## config.mk

```make
export PLATFORM = sky130hd
export DESIGN_NAME = popcount_arbiter
export DESIGN_NICKNAME = d
export VERILOG_FILES = /design/src/rtl/popcount_arbiter.sv
export SDC_FILE = /design/constraint.sdc
export NUM_CORES = 1
export LEC_CHECK = 0
export ABC_CLOCK_PERIOD_IN_PS = 2100
export CAP_MARGIN = 0
export CORE_MARGIN = 1.5
export CORE_UTILIZATION = 42
export CTS_BUF_LIST = sky130_fd_sc_hd__clkbuf_2
export CTS_CLUSTER_SIZE = 28
export DETAILED_ROUTE_END_ITERATION = 6
export GPL_ROUTABILITY_DRIVEN = 1
export PLACE_DENSITY = 0.88
export SETUP_SLACK_MARGIN = 0.3
export SLEW_MARGIN = 20
export SYNTH_ARGS = -nofsm -noshare
export SYNTH_HDL_FRONTEND = slang
export SYNTH_SLANG_ARGS = --single-unit
```

## constraint.sdc

```tcl
create_clock -name clk_i -period 2.1 [get_ports clk_i]
set_clock_uncertainty 0.1 [all_clocks]
set_input_delay 0.42 -clock clk_i [delete_from_list [all_inputs] [get_ports clk_i]]
set_output_delay 0.42 -clock clk_i [all_outputs]
set_load 0.1 [all_outputs]
```

## src/rtl/popcount_arbiter.sv

```systemverilog
// popcount_arbiter: shares one bit_population_counter between REQ_NUM
// requesters. Words are granted one per cycle, forwarded to the counter,
// and each count is routed back to the requester that issued it.
// A tag FIFO remembers the owner of every word that is still in the counter.
// Optional feature macro: POPCOUNT_ARB_FIXED_PRIO_EN (fixed priority, lowest
// index wins, no rotating pointer). Default build is round-robin.
module popcount_arbiter #(
    parameter int WIDTH           = 8,
    parameter int REQ_NUM         = 4,
    parameter int MAX_OUTSTANDING = 4
) (
    input  logic                              clk_i,
    input  logic                              srst_i,
    input  logic [REQ_NUM-1:0][WIDTH-1:0]     req_data_i,
    input  logic [REQ_NUM-1:0]                req_val_i,
    output logic [REQ_NUM-1:0]                req_ready_o,
    output logic [WIDTH-1:0]                  cnt_data_o,
    output logic                              cnt_data_val_o,
    input  logic [$clog2(WIDTH):0]            cnt_data_i,
    input  logic                              cnt_data_val_i,
    output logic [$clog2(WIDTH):0]            rsp_data_o,
    output logic [REQ_NUM-1:0]                rsp_val_o,
    output logic                              err_o
);

    localparam int TAG_W  = $clog2(REQ_NUM);
    localparam int CRD_W  = $clog2(MAX_OUTSTANDING + 1);
    localparam int ADDR_W = (MAX_OUTSTANDING > 1) ? $clog2(MAX_OUTSTANDING) : 1;

    localparam logic [CRD_W-1:0]  CRD_MAX   = CRD_W'(MAX_OUTSTANDING);
    localparam logic [ADDR_W-1:0] ADDR_LAST = ADDR_W'(MAX_OUTSTANDING - 1);

    // Credit count: words in the counter whose result has not come back.
    // It also equals the tag FIFO occupancy, so it doubles as the FIFO level.
    logic [CRD_W-1:0]  outst;
    logic              issue_en;
    logic              grant_found;
    logic [TAG_W-1:0]  grant_idx;
    logic              transfer;
    logic              pop;

    logic [TAG_W-1:0]  tag_mem [MAX_OUTSTANDING];
    logic [ADDR_W-1:0] wr_ptr;
    logic [ADDR_W-1:0] rd_ptr;
    logic [TAG_W-1:0]  pop_tag;

    // Issue is judged on the registered credit count only, so a return in
    // the same cycle cannot open the gate early.
    assign issue_en = !srst_i && (outst < CRD_MAX);
    assign transfer = grant_found;
    assign pop      = cnt_data_val_i && (outst != '0);
    assign pop_tag  = tag_mem[rd_ptr];

`ifdef POPCOUNT_ARB_FIXED_PRIO_EN

    // Fixed priority: the lowest-index valid requester wins the grant.
    always_comb begin
        grant_found = 1'b0;
        grant_idx   = '0;
        req_ready_o = '0;
        if (issue_en) begin
            for (int i = 0; i < REQ_NUM; i++) begin
                if (!grant_found && req_val_i[i]) begin
                    grant_found = 1'b1;
                    grant_idx   = TAG_W'(i);
                end
            end
            if (grant_found) begin
                req_ready_o[grant_idx] = 1'b1;
            end
        end
    end

`else

    localparam logic [TAG_W:0]   REQ_NUM_EXT = (TAG_W + 1)'(REQ_NUM);
    localparam logic [TAG_W-1:0] TAG_LAST    = TAG_W'(REQ_NUM - 1);

    logic [TAG_W-1:0] ptr;
    logic [TAG_W:0]   cand;

    // Round-robin: scan upward from ptr with wrap-around, first valid wins.
    always_comb begin
        grant_found = 1'b0;
        grant_idx   = '0;
        req_ready_o = '0;
        cand        = '0;
        if (issue_en) begin
            for (int i = 0; i < REQ_NUM; i++) begin
                cand = {1'b0, ptr} + (TAG_W + 1)'(i);
                if (cand >= REQ_NUM_EXT) begin
                    cand = cand - REQ_NUM_EXT;
                end
                if (!grant_found && req_val_i[cand[TAG_W-1:0]]) begin
                    grant_found = 1'b1;
                    grant_idx   = cand[TAG_W-1:0];
                end
            end
            if (grant_found) begin
                req_ready_o[grant_idx] = 1'b1;
            end
        end
    end

    // Priority pointer moves just past the requester that was served.
    always_ff @(posedge clk_i) begin
        if (srst_i) begin
            ptr <= '0;
        end else if (transfer) begin
            ptr <= (grant_idx == TAG_LAST) ? '0 : grant_idx + 1'b1;
        end
    end

`endif

    // Credit counter: +1 per issue, -1 per matched return, both cancel.
    always_ff @(posedge clk_i) begin
        if (srst_i) begin
            outst <= '0;
        end else begin
            case ({transfer, pop})
                2'b10:   outst <= outst + 1'b1;
                2'b01:   outst <= outst - 1'b1;
                default: outst <= outst;
            endcase
        end
    end

    // Tag storage needs no reset: entries are only read after being written.
    always_ff @(posedge clk_i) begin
        if (transfer) begin
            tag_mem[wr_ptr] <= grant_idx;
        end
    end

    // FIFO pointers; reset empties the FIFO and discards in-flight owners.
    always_ff @(posedge clk_i) begin
        if (srst_i) begin
            wr_ptr <= '0;
            rd_ptr <= '0;
        end else begin
            if (transfer) begin
                wr_ptr <= (wr_ptr == ADDR_LAST) ? '0 : wr_ptr + 1'b1;
            end
            if (pop) begin
                rd_ptr <= (rd_ptr == ADDR_LAST) ? '0 : rd_ptr + 1'b1;
            end
        end
    end

    // Counter side: register the granted word, pulse valid for one cycle.
    always_ff @(posedge clk_i) begin
        if (srst_i) begin
            cnt_data_o     <= '0;
            cnt_data_val_o <= 1'b0;
        end else begin
            cnt_data_val_o <= transfer;
            if (transfer) begin
                cnt_data_o <= req_data_i[grant_idx];
            end
        end
    end

    // Response side: route each count to its owner; an orphan result is
    // dropped and latches the sticky error flag.
    always_ff @(posedge clk_i) begin
        if (srst_i) begin
            rsp_data_o <= '0;
            rsp_val_o  <= '0;
            err_o      <= 1'b0;
        end else begin
            rsp_val_o <= '0;
            if (cnt_data_val_i) begin
                if (pop) begin
                    rsp_data_o <= cnt_data_i;
                    rsp_val_o  <= REQ_NUM'(1) << pop_tag;
                end else begin
                    err_o <= 1'b1;
                end
            end
        end
    end

endmodule

```

# Word level (Yosys, flattened, before mapping)
# Memories as Yosys holds them, arrays and structs flattened. A register that Yosys moved wholly into a read port is not among the register bits.
# Cells that the tools add are included.
[word_totals]
ff_bits = 27
mem_bits_rw = 8
in_bits = 43
output_inout_bits = 22
elab_cells = 102
mem_count = 1
[classes]
n_addsub = 12
order_cmp = 12
eq_ne = 5
n_shift = 1
muxes = 45
bitwise_logic = 2
n_reduce_logical = 15
[memory_table]
columns = ["memory", "depth", "word_bits", "read_ports", "rd_clocked_by_memory_dff", "wr", "line_no", "text"]
rows = [
  ["tag_mem", 4, 2, 1, 1, 1, "42", "logic [TAG_W-1:0] tag_mem [MAX_OUTSTANDING];"],
]
[ops]
columns = ["cell", "n"]
rows = [
  ["$mux W2", 19],
  ["$lt A2 B3 Y1 const B", 6],
  ["$bmux W8 S2", 1],
  ["$mux W1", 16],
  ["$ge A3 B3 Y1 const B", 3],
  ["$bmux W1 S2", 4],
  ["$eq A2 B2 Y1 const B", 4],
  ["$mux W4", 2],
  ["$mux W8", 1],
  ["$sub A2 B1 Y2 const B", 4],
  ["$add A2 B1 Y2 const B", 3],
  ["$add A2 B2 Y3 const B", 2],
  ["$logic_and A1 B1 Y1", 6],
  ["$pmux W3 S2", 1],
  ["$logic_not A1 Y1", 4],
  ["$reduce_and A2 Y1", 2],
  ["$shl A1 B2 Y4 const A", 1],
  ["$add A2 B1 Y3 const B", 1],
  ["$add A3 B1 Y3 const B", 1],
  ["$ge A2 B3 Y1 const B", 1],
  ["$lt A3 B3 Y1 const B", 1],
  ["$reduce_bool A3 Y1", 1],
  ["$reduce_or A3 Y1", 1],
  ["$sub A3 B1 Y3 const B", 1],
  ["5 further kinds", 6],
]

# Longest topological paths before layout
[logic_depth]
ltp_word = 25
depth_mapped = 9
mapped_depth_nobuf = 9

# Worst setup path after synthesis
# Ideal clock, no wire load.
[synth_path]
path_type = "input to output"
startpoint = "input port req_val_i[2]"
endpoint = "output port req_ready_o[1]"
arrival_time_ns = 3.200
t_required_ns = 1.580
slack_ns = -1.620
stages = 4
n_path_buf = 0
cell_sequence = "nor2b_1 o21bai_1 nand3_1 nor3_1"
[synth_via]
elab_chain_cells = 22
elab_cells_between_ends = 34
classes_between = "order compare: 2; mux: 25; reduce/logical: 7"
[synth_rtl]
columns = ["element", "line_no", "text"]
rows = [
  ["from (decl)", "15", "input logic [REQ_NUM-1:0] req_val_i,"],
  ["$bmux W1 S2", "94", "if (!grant_found && req_val_i[cand[TAG_W-1:0]]) begin"],
  ["$mux W1 (not written as such)", "94", ""],
  ["$mux W1", "94", ""],
  ["$mux W1", "88", "if (issue_en) begin"],
  ["$logic_not A1 Y1", "94", ""],
  ["$logic_and A1 B1 Y1", "94", ""],
  ["$mux W1", "94", ""],
  ["$mux W1", "88", ""],
  ["[6 not listed]", "--", ""],
  ["$mux W2", "94", ""],
  ["$mux W2", "88", ""],
  ["$lt A2 B3 Y1 (not written as such) or $ge A2 B1 Y1 (tied branches)", "100", "req_ready_o[grant_idx] = 1'b1;"],
  ["$logic_and A1 B1 Y1 (not written as such)", "100", ""],
  ["$mux W1 (not written as such)", "100", ""],
  ["$demux W1 S2", "100", ""],
  ["$mux W4 *", "99", "if (grant_found) begin"],
  ["$mux W4 *", "88", ""],
  ["to (decl)", "16", "output logic [REQ_NUM-1:0] req_ready_o,"],
]
# Every way passes the cells marked *; elsewhere a longest branch is shown, timed or not. The select of a mux whose other input is x is not followed.

# Worst setup path after layout
[layout_path]
startpoint = "register ptr[0]"
endpoint = "output port req_ready_o[0]"
[layout_via]
elab_chain_cells = 25
elab_cells_between_ends = 53
classes_between = "add/sub: 7; order compare: 6; mux: 33; reduce/logical: 7"
[layout_rtl]
columns = ["element", "line_no", "text"]
rows = [
  ["from (decl)", "79", "logic [TAG_W-1:0] ptr;"],
  ["from (signal assigned)", "110", "ptr <= (grant_idx == TAG_LAST) ? '0 : grant_idx + 1'b1;"],
  ["$ge A2 B3 Y1 or $sub A2 B1 Y2 (tied branches)", "91, 92", ""],
  ["$mux W2", "91", "if (cand >= REQ_NUM_EXT) begin"],
  ["$mux W2", "88", ""],
  ["$bmux W1 S2", "94", ""],
  ["$mux W1 (not written as such)", "94", ""],
  ["$mux W1", "94", ""],
  ["$mux W1", "88", ""],
  ["$logic_not A1 Y1", "94", ""],
  ["[9 not listed]", "--", ""],
  ["$mux W2", "94", ""],
  ["$mux W2", "88", ""],
  ["$lt A2 B3 Y1 (not written as such) or $ge A2 B1 Y1 (tied branches)", "100", ""],
  ["$logic_and A1 B1 Y1 (not written as such)", "100", ""],
  ["$mux W1 (not written as such)", "100", ""],
  ["$demux W1 S2", "100", ""],
  ["$mux W4 *", "99", ""],
  ["$mux W4 *", "88", ""],
]
# Marks and branches as above.

==> key figures <==
STA
  – Least-Margin Pin Slew: 0.469 ns
  – Tmin final: 2.34 ns
  – Final setup viols: 6
  – Setup TNS: -0.876 ns
  – Final WS setup: -0.243 ns
  – Final period util: 112%
  – Max-Slew Margin vs Limit: 68.5%
  – F_max: between 400 and 500 MHz
  – Final slew viol count: 0
  – RSZ-0062 raised after global routing: yes
  – Final hold vios: 0

Floorplan
  – IO Pins: 65
  – Die width: 69.3 um
  – Site row count: 23
  – Initial core utilization: between 40 and 50%
  – Core Box Area: 4120 um^2
  – Die area: 4810 um^2
  – Die height: 69.3 um

Layout
  – Multi-input logic area: 1130 um^2
  – Most common cell after layout, fill and taps aside: buf_4
  – Layout Nets: approximately 340
  – Most frequent cells in the layout: buf_4, clkdlybuf4s50_1, dfxtp_1
  – Area growth syn-to-layout: 67.1%
  – Sequential cell area: between 800 and 900 um^2
  – # fillers: 282
  – Layout cells sized above 1: between 30 and 40%
  – Ant diodes: 0

Logic synthesis
  – Main synth FF type: dfxtp_1
  – Register bit total from synthesis: 37
  – Adder-Cell Fraction of Synth Area: 5.15%
  – Mux cell area share after synthesis: 6.23%
  – Cells after Synth: ~190
  – FFs w/ async S/R, synth: 0%
  – Mapped Nets: 235
  – Synth cell types: 45
  – Largest family of logic cells by synthesized area: simple AND/OR/NAND/NOR gates
  – Synth top area share: 31.4%
  – Synth Area in XOR/XNOR: 1.42%
  – Simple-Gate Fraction of Synth Area: 20.3%
  – Area leader, netlist: dfxtp_1
  – Post-synthesis sequential area ratio: 44.4%
  – Synthesized area: 1850 um^2
  – Synth Area in Compound Gates: between 10% and 20%
  – Syn. warnings: 0
  – Top cells by area, synth: dfxtp_1, edfxtp_1, nand2_1
  – Number of flops mapped to enable cells by yosys: 8
  – Synthesized area per cell: 9.99 um^2

Drt
  – DRC viols: 0
  – Avg Vias per Cell: 5.46
  – Routed Antenna Nets: 0
  – Drt first pass iters: 5
  – Routed WL: 5170 um
  – Wire length per cell: approximately 15 um
  – Iter 0 DRT Violations: 64
  – Detailed-route via count: ~1.8k

Worst setup path
  – Slowest Stage Delay on Critical Path: 0.41 ns
  – Delay-heaviest family, CP: simple AND/OR/NAND/NOR gates
  – CP startpoint: ptr[0]
  – Crit Path Class: flip-flop to primary output
  – Critical Path, Cell by Cell: nor2b_4 > o21a_1 > nor3_4 > buf_12 > nor3_4 > buf_12
  – WP buf/inv: 2
  – FF-to-FF setup slack: -0.02 ns
  – WP depth: 6
  – Critical R2R Launch: outst[2]
  – Data arrival, critical path: 1.82 ns
  – Crit. End Element: primary output
  – Startpoint types: flip-flop
  – FF-to-FF End: outst[2]
  – Worst r2r path cells: 11
  – CP required: 1.58 ns
  – Slowest cell on crit path: dfxtp_4
  – Maximum fanout along the worst path: 3

Clocking
  – Worst skew pair latency: 0.41 ns
  – Reg clk slew, reported paths: around 0.22 ns
  – CTS H-tree depth: 2
  – CTS Buf Count: 5
  – CTS sink count: 37
  – Clk buf depth: 2
  – Root Buffer: clkbuf_2
  – Hold_buf cts: 0
  – CTS tree: done

Placed design
  – DP Wirelength: roughly 3500 um
  – Worst slack, placed: -0.568 ns
  – IO buf count: 64
  – Placer Congestion: 0.814

Power and ir drop
  – Overall power: 4400 uW
  – Static Leak: 0.00126 uW
  – VDD IR max: between 0.0008 and 0.0009 V
  – Power Dens Cells: 1420 nW/um^2

Global route
  – Number of global-route vias before repair: 1860
  – GR Overflow Total: 0
  – Initial antenna violation count: 0
  – Largest net degree at the start of global routing: 19
  – First-pass GRT wire length: 8470 um
  – GRT Util Overall: 22.1%

Hold path
  – Worst min path class: flip-flop to flip-flop
  – Hold depth: 2
  – Hold Crit Endpoint: rsp_data_o[1]
  – Hold Crit Start: rsp_data_o[1]

Run status
  – Status: complete, but fails checks
  – Failing checks: setup timing

Run
  – Max Cap Violations: 0
==> cells in the mapped netlist, drive strengths merged, types with 2 or more instances <==
| cell | instances |
|---|---|
| a21bo | 7 |
| a21oi | 9 |
| and2 | 5 |
| buf | 5 |
| clkbuf | 3 |
| dfxtp | 29 |
| edfxtp | 8 |
| ha | 6 |
| inv | 7 |
| mux2i | 7 |
| mux4 | 2 |
| nand2 | 23 |
| nand4 | 7 |
| nor2 | 9 |
| nor2b | 4 |
| nor3 | 8 |
| nor4 | 3 |
| nor4b | 2 |
| o211ai | 8 |
| o21ai | 5 |
| o21ba | 2 |
| o31ai | 9 |
| or3 | 2 |
| xor2 | 2 |
==> state kept, by name, indices dropped and copies added, names as in the netlist, named ones only <==
name and count:
cnt_data_o 8, cnt_data_val_o 1, err_o 1, outst 3, ptr 2, rd_ptr 2
rsp_data_o 4, rsp_val_o 4, tag_mem 8, wr_ptr 2
==> routing by layer <==
layer / up-vias / global-route usage [%] / wire length [um]
met5: - / 0 / 0
met1: 854 / 24.3 / 1950
met4: 0 / 9.37 / 162
li1: 877 / - / -
met3: 18 / 7.12 / 372
met2: 91 / 38.8 / 2690
==> logic make-up after synthesis <==
logic type	count (synthesis)
adder cells (fa/ha/maj)	7
AND/OR/NAND/NOR	68
multiplexers	9
XOR/XNOR	3
AO/OA/AOI/OAI	45
buffers and inverters	16
flip-flops	37
==> per-stage QoR <==
step / hold WS (ns) / util, % / std cells / cell area, um^2
floorplan: 0.354 / - / 185 / 1980
global placement: 0.342 / 68.9 / 318 / 2840
detailed placement: 0.348 / 68.9 / 318 / 2840
CTS: 0.370 / 73.5 / 334 / 3020
global route: 0.383 / 75.0 / 337 / 3090
finish: 0.368 / 75.0 / 337 / 3090
==> final cells by class <==
type / instances / area share, %
inverter: 8 / 1.01
multi-input combinational: 132 / 36.6
sequential: 37 / 26.9
clock inverter: 3 / 0.729
timing repair buffer: 102 / 32.0
tap: 50 / 2.03
clock buffer: 5 / 0.810
==> report_power, final <==
part	internal (uW)	leakage, uW	switching (uW)
Sequential	971	0.000316	143
Clock	84.8	0.0000329	266
Combinational	1140	0.000913	1790
==> worst reg2reg max path: stages, from the launching register on <==
cell and delay (ns):
dfxtp_4 0.40, nor3_4 0.22, clkinv_2 0.13, buf_6 0.13
buf_6 0.10, buf_6 0.11, ha_4 0.15, inv_2 0.05
fa_2 0.18, xor2_1 0.07, or3_1 0.33, a21oi_2 0.11
==> repair_timing <==
action,in CTS,in global routing
setup endpoints to repair,20,15
pin swaps,15,15
resized for setup,41,10
setup buffers,8,3
==> worst max path at each step <==
stage	slack [ns]	end
CTS	-0.23	req_ready_o[2]
finish	-0.24	req_ready_o[0]
global route	-0.34	req_ready_o[0]
global placement	-0.51	req_ready_o[1]
floorplan	-0.27	req_ready_o[0]
detailed placement	-0.57	req_ready_o[1]
No activity file was read; power rests on OpenSTA's default activity.
